--- config.mk ---
export PLATFORM = sky130hd
export DESIGN_NAME = sd_regs_bus
export DESIGN_NICKNAME = d
export VERILOG_FILES = /design/src/rtl/sd_regs_bus.sv
export SDC_FILE = /design/constraint.sdc
export NUM_CORES = 1
export LEC_CHECK = 0
export ABC_AREA = 1
export CAP_MARGIN = 15
export CELL_PAD_IN_SITES_DETAIL_PLACEMENT = 0
export CELL_PAD_IN_SITES_GLOBAL_PLACEMENT = 1
export CORE_ASPECT_RATIO = 1.5
export CORE_MARGIN = 2
export CORE_UTILIZATION = 34
export CTS_BUF_LIST = sky130_fd_sc_hd__clkbuf_2
export CTS_CLUSTER_DIAMETER = 30
export DETAILED_ROUTE_END_ITERATION = 6
export HOLD_SLACK_MARGIN = 0.03
export PLACE_DENSITY = 0.84
export SETUP_SLACK_MARGIN = 0.15
export SLEW_MARGIN = 20
export SYNTH_ARGS = -nofsm -noshare
export SYNTH_HDL_FRONTEND = slang
export SYNTH_SLANG_ARGS = --single-unit
--- constraint.sdc ---
create_clock -name clk_i -period 2.4 [get_ports clk_i]
set_input_delay 0.48 -clock clk_i [delete_from_list [all_inputs] [get_ports clk_i]]
set_output_delay 0.48 -clock clk_i [all_outputs]
set_load 0.05 [all_outputs]
--- src/rtl/sd_regs_bus.sv ---
// SD controller host register bank: byte-lane access at 8/16/32-bit bus width,
// staged argument commit, response snapshots, W1C interrupt status and registered irq.
module sd_regs_bus #(
   parameter int          BUS_W             = 8,
   parameter int          CMD_W             = 14,
   parameter int          CMD_TIMEOUT_W     = 24,
   parameter int          DATA_TIMEOUT_W    = 24,
   parameter int          BLKSIZE_W         = 12,
   parameter int          BLKCNT_W          = 16,
   parameter int          INT_CMD_W         = 5,
   parameter int          INT_DATA_W        = 3,
   parameter int          RESET_BLOCK_SIZE  = 512,
   parameter int          SUPPLY_VOLTAGE_MV = 3300,
   parameter logic [15:0] CAPABILITIES      = 16'h0000
) (
   input  logic                      clk_i,
   input  logic                      rst_i,
   input  logic                      we_i,
   input  logic                      re_i,
   input  logic [6:0]                addr_i,
   input  logic [BUS_W-1:0]          data_in_i,
   output logic [BUS_W-1:0]          data_out_o,
   input  logic                      cmd_busy_i,
   input  logic [31:0]               response_0_i,
   input  logic [31:0]               response_1_i,
   input  logic [31:0]               response_2_i,
   input  logic [31:0]               response_3_i,
   input  logic [INT_CMD_W-1:0]      cmd_int_evt_i,
   input  logic [INT_DATA_W-1:0]     data_int_evt_i,
   output logic [31:0]               argument_reg_o,
   output logic [CMD_W-1:0]          command_reg_o,
   output logic [CMD_TIMEOUT_W-1:0]  cmd_timeout_reg_o,
   output logic [DATA_TIMEOUT_W-1:0] data_timeout_reg_o,
   output logic [BLKSIZE_W-1:0]      block_size_reg_o,
   output logic [BLKCNT_W-1:0]       block_count_reg_o,
   output logic [7:0]                clock_divider_reg_o,
   output logic                      controll_setting_reg_o,
   output logic                      software_reset_reg_o,
   output logic                      cmd_start_o,
   output logic                      cmd_int_rst_o,
   output logic                      data_int_rst_o,
   output logic                      irq_o
);
   localparam int LANES = BUS_W / 8;

   localparam logic [4:0] W_ARG    = 5'd0;
   localparam logic [4:0] W_CMD    = 5'd1;
   localparam logic [4:0] W_RESP0  = 5'd2;
   localparam logic [4:0] W_RESP1  = 5'd3;
   localparam logic [4:0] W_RESP2  = 5'd4;
   localparam logic [4:0] W_RESP3  = 5'd5;
   localparam logic [4:0] W_DTO    = 5'd6;
   localparam logic [4:0] W_CTRL   = 5'd7;
   localparam logic [4:0] W_CTO    = 5'd8;
   localparam logic [4:0] W_CLKD   = 5'd9;
   localparam logic [4:0] W_SWRST  = 5'd10;
   localparam logic [4:0] W_VOLT   = 5'd11;
   localparam logic [4:0] W_CAPA   = 5'd12;
   localparam logic [4:0] W_CISR   = 5'd13;
   localparam logic [4:0] W_CISER  = 5'd14;
   localparam logic [4:0] W_DISR   = 5'd15;
   localparam logic [4:0] W_DISER  = 5'd16;
   localparam logic [4:0] W_BLKSZ  = 5'd17;
   localparam logic [4:0] W_BLKCNT = 5'd18;

   logic [6:0]  base;
   logic [4:0]  word;
   logic [1:0]  off;
   logic [3:0]  wbe;
   logic [31:0] wdat;
   logic [31:0] wmask;

   logic [31:0]               stage_q, stage_d;
   logic [31:0]               argument_q, argument_d;
   logic [CMD_W-1:0]          command_q, command_d;
   logic [CMD_TIMEOUT_W-1:0]  cmd_timeout_q, cmd_timeout_d;
   logic [DATA_TIMEOUT_W-1:0] data_timeout_q, data_timeout_d;
   logic [BLKSIZE_W-1:0]      block_size_q, block_size_d;
   logic [BLKCNT_W-1:0]       block_count_q, block_count_d;
   logic [7:0]                clock_div_q, clock_div_d;
   logic                      ctrl_q, ctrl_d;
   logic                      swrst_q, swrst_d;
   logic [INT_CMD_W-1:0]      cmd_isr_q, cmd_isr_d;
   logic [INT_CMD_W-1:0]      cmd_iser_q, cmd_iser_d;
   logic [INT_DATA_W-1:0]     data_isr_q, data_isr_d;
   logic [INT_DATA_W-1:0]     data_iser_q, data_iser_d;
   logic [31:0]               snap_q, snap_d;
   logic [BUS_W-1:0]          data_out_q, data_out_d;
   logic                      irq_q, irq_d;
   logic                      cmd_start_q, cmd_start_d;
   logic                      cmd_int_rst_q, cmd_int_rst_d;
   logic                      data_int_rst_q, data_int_rst_d;

   logic wr_arg, wr_cmd, wr_dto, wr_ctrl, wr_cto, wr_clkd, wr_swrst;
   logic wr_cisr, wr_ciser, wr_disr, wr_diser, wr_blksz, wr_blkcnt;
   logic commit;
   logic is_resp;
   logic [31:0] resp_live;
   logic [31:0] rword;

   // Lanes of one access always land in the same 32-bit word because the address is lane-aligned.
   assign base = addr_i & ~7'(LANES - 1);
   assign word = base[6:2];
   assign off  = base[1:0];

   always_comb begin
      wbe  = '0;
      wdat = '0;
      for (int k = 0; k < LANES; k++) begin
         for (int b = 0; b < 4; b++) begin
            if (2'(b) == off + 2'(k)) begin
               wbe[b]         = 1'b1;
               wdat[8*b +: 8] = data_in_i[8*k +: 8];
            end
         end
      end
   end

   always_comb begin
      wmask = '0;
      for (int b = 0; b < 4; b++) begin
         wmask[8*b +: 8] = {8{wbe[b]}};
      end
   end

   assign wr_arg    = we_i && (word == W_ARG);
   assign wr_cmd    = we_i && (word == W_CMD);
   assign wr_dto    = we_i && (word == W_DTO);
   assign wr_ctrl   = we_i && (word == W_CTRL);
   assign wr_cto    = we_i && (word == W_CTO);
   assign wr_clkd   = we_i && (word == W_CLKD);
   assign wr_swrst  = we_i && (word == W_SWRST);
   assign wr_cisr   = we_i && (word == W_CISR);
   assign wr_ciser  = we_i && (word == W_CISER);
   assign wr_disr   = we_i && (word == W_DISR);
   assign wr_diser  = we_i && (word == W_DISER);
   assign wr_blksz  = we_i && (word == W_BLKSZ);
   assign wr_blkcnt = we_i && (word == W_BLKCNT);

   // Argument reaches the core only when byte 3 is written, so multi-access updates stay atomic.
   assign commit = wr_arg && wbe[3];

   always_comb begin
      stage_d        = stage_q;
      argument_d     = argument_q;
      command_d      = command_q;
      cmd_timeout_d  = cmd_timeout_q;
      data_timeout_d = data_timeout_q;
      block_size_d   = block_size_q;
      block_count_d  = block_count_q;
      clock_div_d    = clock_div_q;
      ctrl_d         = ctrl_q;
      swrst_d        = swrst_q;
      cmd_iser_d     = cmd_iser_q;
      data_iser_d    = data_iser_q;
      if (wr_arg) stage_d = (stage_q & ~wmask) | (wdat & wmask);
      if (commit) argument_d = stage_d;
      if (wr_cmd)
         command_d = (command_q & ~wmask[CMD_W-1:0]) | (wdat[CMD_W-1:0] & wmask[CMD_W-1:0]);
      if (wr_cto)
         cmd_timeout_d = (cmd_timeout_q & ~wmask[CMD_TIMEOUT_W-1:0])
                       | (wdat[CMD_TIMEOUT_W-1:0] & wmask[CMD_TIMEOUT_W-1:0]);
      if (wr_dto)
         data_timeout_d = (data_timeout_q & ~wmask[DATA_TIMEOUT_W-1:0])
                        | (wdat[DATA_TIMEOUT_W-1:0] & wmask[DATA_TIMEOUT_W-1:0]);
      if (wr_blksz)
         block_size_d = (block_size_q & ~wmask[BLKSIZE_W-1:0])
                      | (wdat[BLKSIZE_W-1:0] & wmask[BLKSIZE_W-1:0]);
      if (wr_blkcnt)
         block_count_d = (block_count_q & ~wmask[BLKCNT_W-1:0])
                       | (wdat[BLKCNT_W-1:0] & wmask[BLKCNT_W-1:0]);
      if (wr_clkd)  clock_div_d = (clock_div_q & ~wmask[7:0]) | (wdat[7:0] & wmask[7:0]);
      if (wr_ctrl)  ctrl_d  = (ctrl_q & ~wmask[0]) | (wdat[0] & wmask[0]);
      if (wr_swrst) swrst_d = (swrst_q & ~wmask[0]) | (wdat[0] & wmask[0]);
      if (wr_ciser)
         cmd_iser_d = (cmd_iser_q & ~wmask[INT_CMD_W-1:0]) | (wdat[INT_CMD_W-1:0] & wmask[INT_CMD_W-1:0]);
      if (wr_diser)
         data_iser_d = (data_iser_q & ~wmask[INT_DATA_W-1:0])
                     | (wdat[INT_DATA_W-1:0] & wmask[INT_DATA_W-1:0]);
   end

   // A new event in the same cycle as its clear keeps the bit set.
   always_comb begin
      cmd_isr_d  = cmd_isr_q;
      data_isr_d = data_isr_q;
      if (wr_cisr) cmd_isr_d  = cmd_isr_q & ~(wdat[INT_CMD_W-1:0] & wmask[INT_CMD_W-1:0]);
      if (wr_disr) data_isr_d = data_isr_q & ~(wdat[INT_DATA_W-1:0] & wmask[INT_DATA_W-1:0]);
      cmd_isr_d  = cmd_isr_d | cmd_int_evt_i;
      data_isr_d = data_isr_d | data_int_evt_i;
   end

   assign irq_d          = (|(cmd_isr_q & cmd_iser_q)) || (|(data_isr_q & data_iser_q));
   assign cmd_start_d    = commit && !cmd_busy_i;
   assign cmd_int_rst_d  = wr_cisr;
   assign data_int_rst_d = wr_disr;

   assign is_resp = (word >= W_RESP0) && (word <= W_RESP3);

   always_comb begin
      resp_live = 32'h0;
      case (word)
         W_RESP0: resp_live = response_0_i;
         W_RESP1: resp_live = response_1_i;
         W_RESP2: resp_live = response_2_i;
         W_RESP3: resp_live = response_3_i;
         default: resp_live = 32'h0;
      endcase
   end

   // Reading byte 0 freezes the whole response so the upper bytes read later stay coherent.
   assign snap_d = (re_i && is_resp && (off == 2'd0)) ? resp_live : snap_q;

   always_comb begin
      rword = 32'h0;
      case (word)
         W_ARG:    rword = argument_q;
         W_CMD:    rword = 32'(command_q);
         W_RESP0, W_RESP1, W_RESP2, W_RESP3:
                   rword = (off == 2'd0) ? resp_live : snap_q;
         W_DTO:    rword = 32'(data_timeout_q);
         W_CTRL:   rword = 32'(ctrl_q);
         W_CTO:    rword = 32'(cmd_timeout_q);
         W_CLKD:   rword = 32'(clock_div_q);
         W_SWRST:  rword = 32'(swrst_q);
         W_VOLT:   rword = 32'(SUPPLY_VOLTAGE_MV);
         W_CAPA:   rword = 32'(CAPABILITIES);
         W_CISR:   rword = 32'(cmd_isr_q);
         W_CISER:  rword = 32'(cmd_iser_q);
         W_DISR:   rword = 32'(data_isr_q);
         W_DISER:  rword = 32'(data_iser_q);
         W_BLKSZ:  rword = 32'(block_size_q);
         W_BLKCNT: rword = 32'(block_count_q);
         default:  rword = 32'h0;
      endcase
   end

   always_comb begin
      data_out_d = data_out_q;
      if (re_i) begin
         for (int k = 0; k < LANES; k++) begin
            for (int b = 0; b < 4; b++) begin
               if (2'(b) == off + 2'(k)) data_out_d[8*k +: 8] = rword[8*b +: 8];
            end
         end
      end
   end

   always_ff @(posedge clk_i) begin
      if (rst_i) begin
         stage_q        <= '0;
         argument_q     <= '0;
         command_q      <= '0;
         cmd_timeout_q  <= '0;
         data_timeout_q <= '0;
         block_size_q   <= BLKSIZE_W'(RESET_BLOCK_SIZE);
         block_count_q  <= '0;
         clock_div_q    <= 8'd1;
         ctrl_q         <= 1'b0;
         swrst_q        <= 1'b0;
         cmd_isr_q      <= '0;
         cmd_iser_q     <= '0;
         data_isr_q     <= '0;
         data_iser_q    <= '0;
         snap_q         <= '0;
         data_out_q     <= '0;
         irq_q          <= 1'b0;
         cmd_start_q    <= 1'b0;
         cmd_int_rst_q  <= 1'b0;
         data_int_rst_q <= 1'b0;
      end else begin
         stage_q        <= stage_d;
         argument_q     <= argument_d;
         command_q      <= command_d;
         cmd_timeout_q  <= cmd_timeout_d;
         data_timeout_q <= data_timeout_d;
         block_size_q   <= block_size_d;
         block_count_q  <= block_count_d;
         clock_div_q    <= clock_div_d;
         ctrl_q         <= ctrl_d;
         swrst_q        <= swrst_d;
         cmd_isr_q      <= cmd_isr_d;
         cmd_iser_q     <= cmd_iser_d;
         data_isr_q     <= data_isr_d;
         data_iser_q    <= data_iser_d;
         snap_q         <= snap_d;
         data_out_q     <= data_out_d;
         irq_q          <= irq_d;
         cmd_start_q    <= cmd_start_d;
         cmd_int_rst_q  <= cmd_int_rst_d;
         data_int_rst_q <= data_int_rst_d;
      end
   end

   assign data_out_o             = data_out_q;
   assign argument_reg_o         = argument_q;
   assign command_reg_o          = command_q;
   assign cmd_timeout_reg_o      = cmd_timeout_q;
   assign data_timeout_reg_o     = data_timeout_q;
   assign block_size_reg_o       = block_size_q;
   assign block_count_reg_o      = block_count_q;
   assign clock_divider_reg_o    = clock_div_q;
   assign controll_setting_reg_o = ctrl_q;
   assign software_reset_reg_o   = swrst_q;
   assign cmd_start_o            = cmd_start_q;
   assign cmd_int_rst_o          = cmd_int_rst_q;
   assign data_int_rst_o         = data_int_rst_q;
   assign irq_o                  = irq_q;

endmodule

==> summary.md <==
| Metric | Value |
|---|---|
| Status | `finished clean` |
| Mean Syn Cell Area | `6.63 um2` |
| Antenna violations before repair | `1` |
| Crit-path max cell delay | `about 500 ps` |
| Hold Path Depth | `5` |
| Buf/Inv on CP | `1` |
| Initial core utilization | `34.3%` |
| Yosys reg bits | `216` |
| CTS root buf | `clkbuf_2` |
| Setup TNS | `0 ps` |
| Worst reg-to-reg path cell count | `9` |
| WL/cell | `around 20 um` |
| Synth top area share | `41.0%` |
| Least-Margin Pin Slew | `roughly 730 ps` |
| Post_cts resized | `between 500 and 600` |
| Clock sink total | `between 200 and 250` |
| Synth area leaders | `dfxtp_1 (41%), nand2_1 (13%), a21oi_1 (9.9%)` |
| # DRC | `0` |
| Drt initial violations | `between 700 and 800` |
| Top_reg_cell synth | `dfxtp_1` |
| Worst setup EP type | `output pin` |
| Total number of vias | `12800` |
| Worst setup SP type | `register` |
| Async set-reset flop share out of synthesis | `0%` |
| Critical path arrival | `1750 ps` |
| Slowest CP cell | `dfxtp_1` |
| Die H | `220 um` |
| Die area | `32500 um2` |
| Clock tree buffer depth | `3` |
| Vias in the first global route | `around 12000` |
| Slew headroom | `roughly half` |
| CTS Buf Count | `between 50 and 60` |
| Total power | `7570 uW` |
| First-pass GRT wire length | `~72 mm` |
| RePlAce Congestion | `roughly 0.97` |
| Syn nets | `roughly 1700` |
| Antenna-violating nets left | `0` |
| Max Slew Vio Count | `0` |
| Row count | `79` |
| Area Overhead vs Synth | `45.8%` |
| Leak | `between 0.006 and 0.007 uW` |
| Mapped Area | `10500 um2` |
| Sequential area share after synthesis | `between 40% and 50%` |
| Reg area | `around 4300 um2` |
| Clock slew seen by the registers of the worst setup and hold paths | `about 120 ps` |
| Count of final hold-check violations | `0` |
| Setup Viol. Count Final | `0` |
| Worst setup margin | `~170 ps` |
| RSZ-0062 raised after global routing | `yes` |
| # IOs | `300` |
| WP data required | `around 1900 ps` |
| Crit path max fanout | `3` |
| Yosys warnings | `0` |
| Post-Place Worst Slack | `-434 ps` |
| Port-buffer cells | `about 300` |
| Most frequent cell after synthesis | `nand2_1` |
| HP Class | `input port to register` |
| Final min period | `2230 ps` |
| Hold Crit Start | `rst_i` |
| VDD IR-drop max | `slightly below 0.0003 V` |
| Pre-Repair DR Iteration Count | `6` |
| CP Cell Sequence | `buf_2` |
| Yosys top cell by area | `dfxtp_1` |
| Reg2reg end | `data_out_o[2]` |
| Fin nets | `roughly 2200` |
| Total GRT Usage | `slightly below 30%` |
| Routed wire length | `~49 mm` |
| Reg2Reg Setup Slack | `between 900 and 1000 ps` |
| CTS tree | `built` |
| Number of synthesized flops with an enable pin | `0` |
| Largest net degree at the start of global routing | `84` |
| Syn Inst Count | `1590` |
| Tcrit/Tclk final | `approximately 93%` |
| Layout cell share with drive strength beyond 1 | `a little over a fifth` |
| Yosys cell types | `31` |
| Top post-synthesis cells by count | `nand2_1 (375), dfxtp_1 (216), a21oi_1 (208)` |
| Family with the most delay on the worst path | `flip-flops` |
| CTS H-Tree Depth | `2` |
| Grt total ovfl | `0` |
| DIE WIDTH | `about 150 um` |
| Hold_buf cts | `0` |
| DP HPWL | `~37 mm` |
| Footprint of the multi-input gates | `between 5000 and 6000 um2` |
| Core ar. | `approximately 30000 um2` |
| Fmax | `between 0.4 and 0.5 GHz` |
| Post-CTS setup buffer count | `0` |
| Worst setup path category | `register to output pin` |
| Maxcap violations | `0` |
| Fillers | `~3200` |
| Power per cell area | `between 400 and 500 nW/um2` |
| Clock Latency Late Sink | `920 ps` |
| Vias per cell | `5.19` |
| Clock Skew | `~55 ps` |
[power breakdown]
part | internal (uW) | switching (uW) | total (uW)
combinational | 513 | 612 | 1130
clock | 1180 | 1610 | 2800
sequential | 3620 | 33.2 | 3650
total | 5310 | 2260 | 7570
[routing by layer]
| metal | vias to the layer above | track usage (%) | share of wire [%] |
|---|---|---|---|
| li1 | 6240 | - | - |
| met1 | 5904 | 32.3 | 38 |
| met2 | 535 | 52.2 | 50 |
| met3 | 140 | 4.55 | 6.0 |
| met4 | 0 | 16.9 | 6.2 |
| met5 | - | 0 | 0 |
[cells by family (layout without fill, tap and decap cells)]
| logic type | count (synthesis) | count (layout) | share of synthesized area, % |
|---|---|---|---|
| and+or+nand+nor | 750 | 750 | 30.3 |
| AOI/OAI and AO/OA | 426 | 426 | 20.8 |
| DFF | 216 | 216 | 41.0 |
| buffers and inverters | 198 | 670 | 7.81 |
| other | 0 | 2 | 0 |
[final cells by class]
class / count / share of cell area (%)
Clock buffer: 76 / 2.47
Multi-Input combinational cell: 1176 / 35.3
Timing Repair Buffer: 486 / 27.6
Clock inverter: 18 / 1.03
Sequential cell: 216 / 28.1
Antenna cell: 2 / 0.0325
Inverter: 90 / 2.20
Tap cell: 405 / 3.29
[cell usage in the layout, fill, tap and decap left out, types with 49 or more instances in the layout]
master,instances
dfxtp_1,216
nor2_1,175
buf_2,84
clkdlybuf4s15_2,49
buf_4,172
clkdlybuf4s50_1,154
nand3_1,110
o21ai_0,195
clkbuf_2,76
inv_1,73
nand2_1,375
nand4_1,61
a21oi_1,208
[metrics by stage]
stage	std cells	hold WS (ps)	instance area, um2	util (%)
floorplan	1590	447	10500	-
global placement	2373	455	15200	49.4
detailed placement	2373	464	15200	49.4
CTS	2467	43.2	15600	50.8
global route	2468	62.9	15400	50.0
finish	2469	94.0	15400	50.0
[worst max path at each step]
stage                          from                    end  cells after the start
after CTS                  register  data_timeout_reg_o[5]                      1
after floorplan           addr_i[4]      argument_reg_o[0]                      9
after detailed placement  addr_i[5]          data_out_o[5]                     15
after global routing       register  data_timeout_reg_o[5]                      1
after global placement    addr_i[5]          data_out_o[5]                     15
final                      register  data_timeout_reg_o[5]                      1
(Power assumes the default switching activity.)
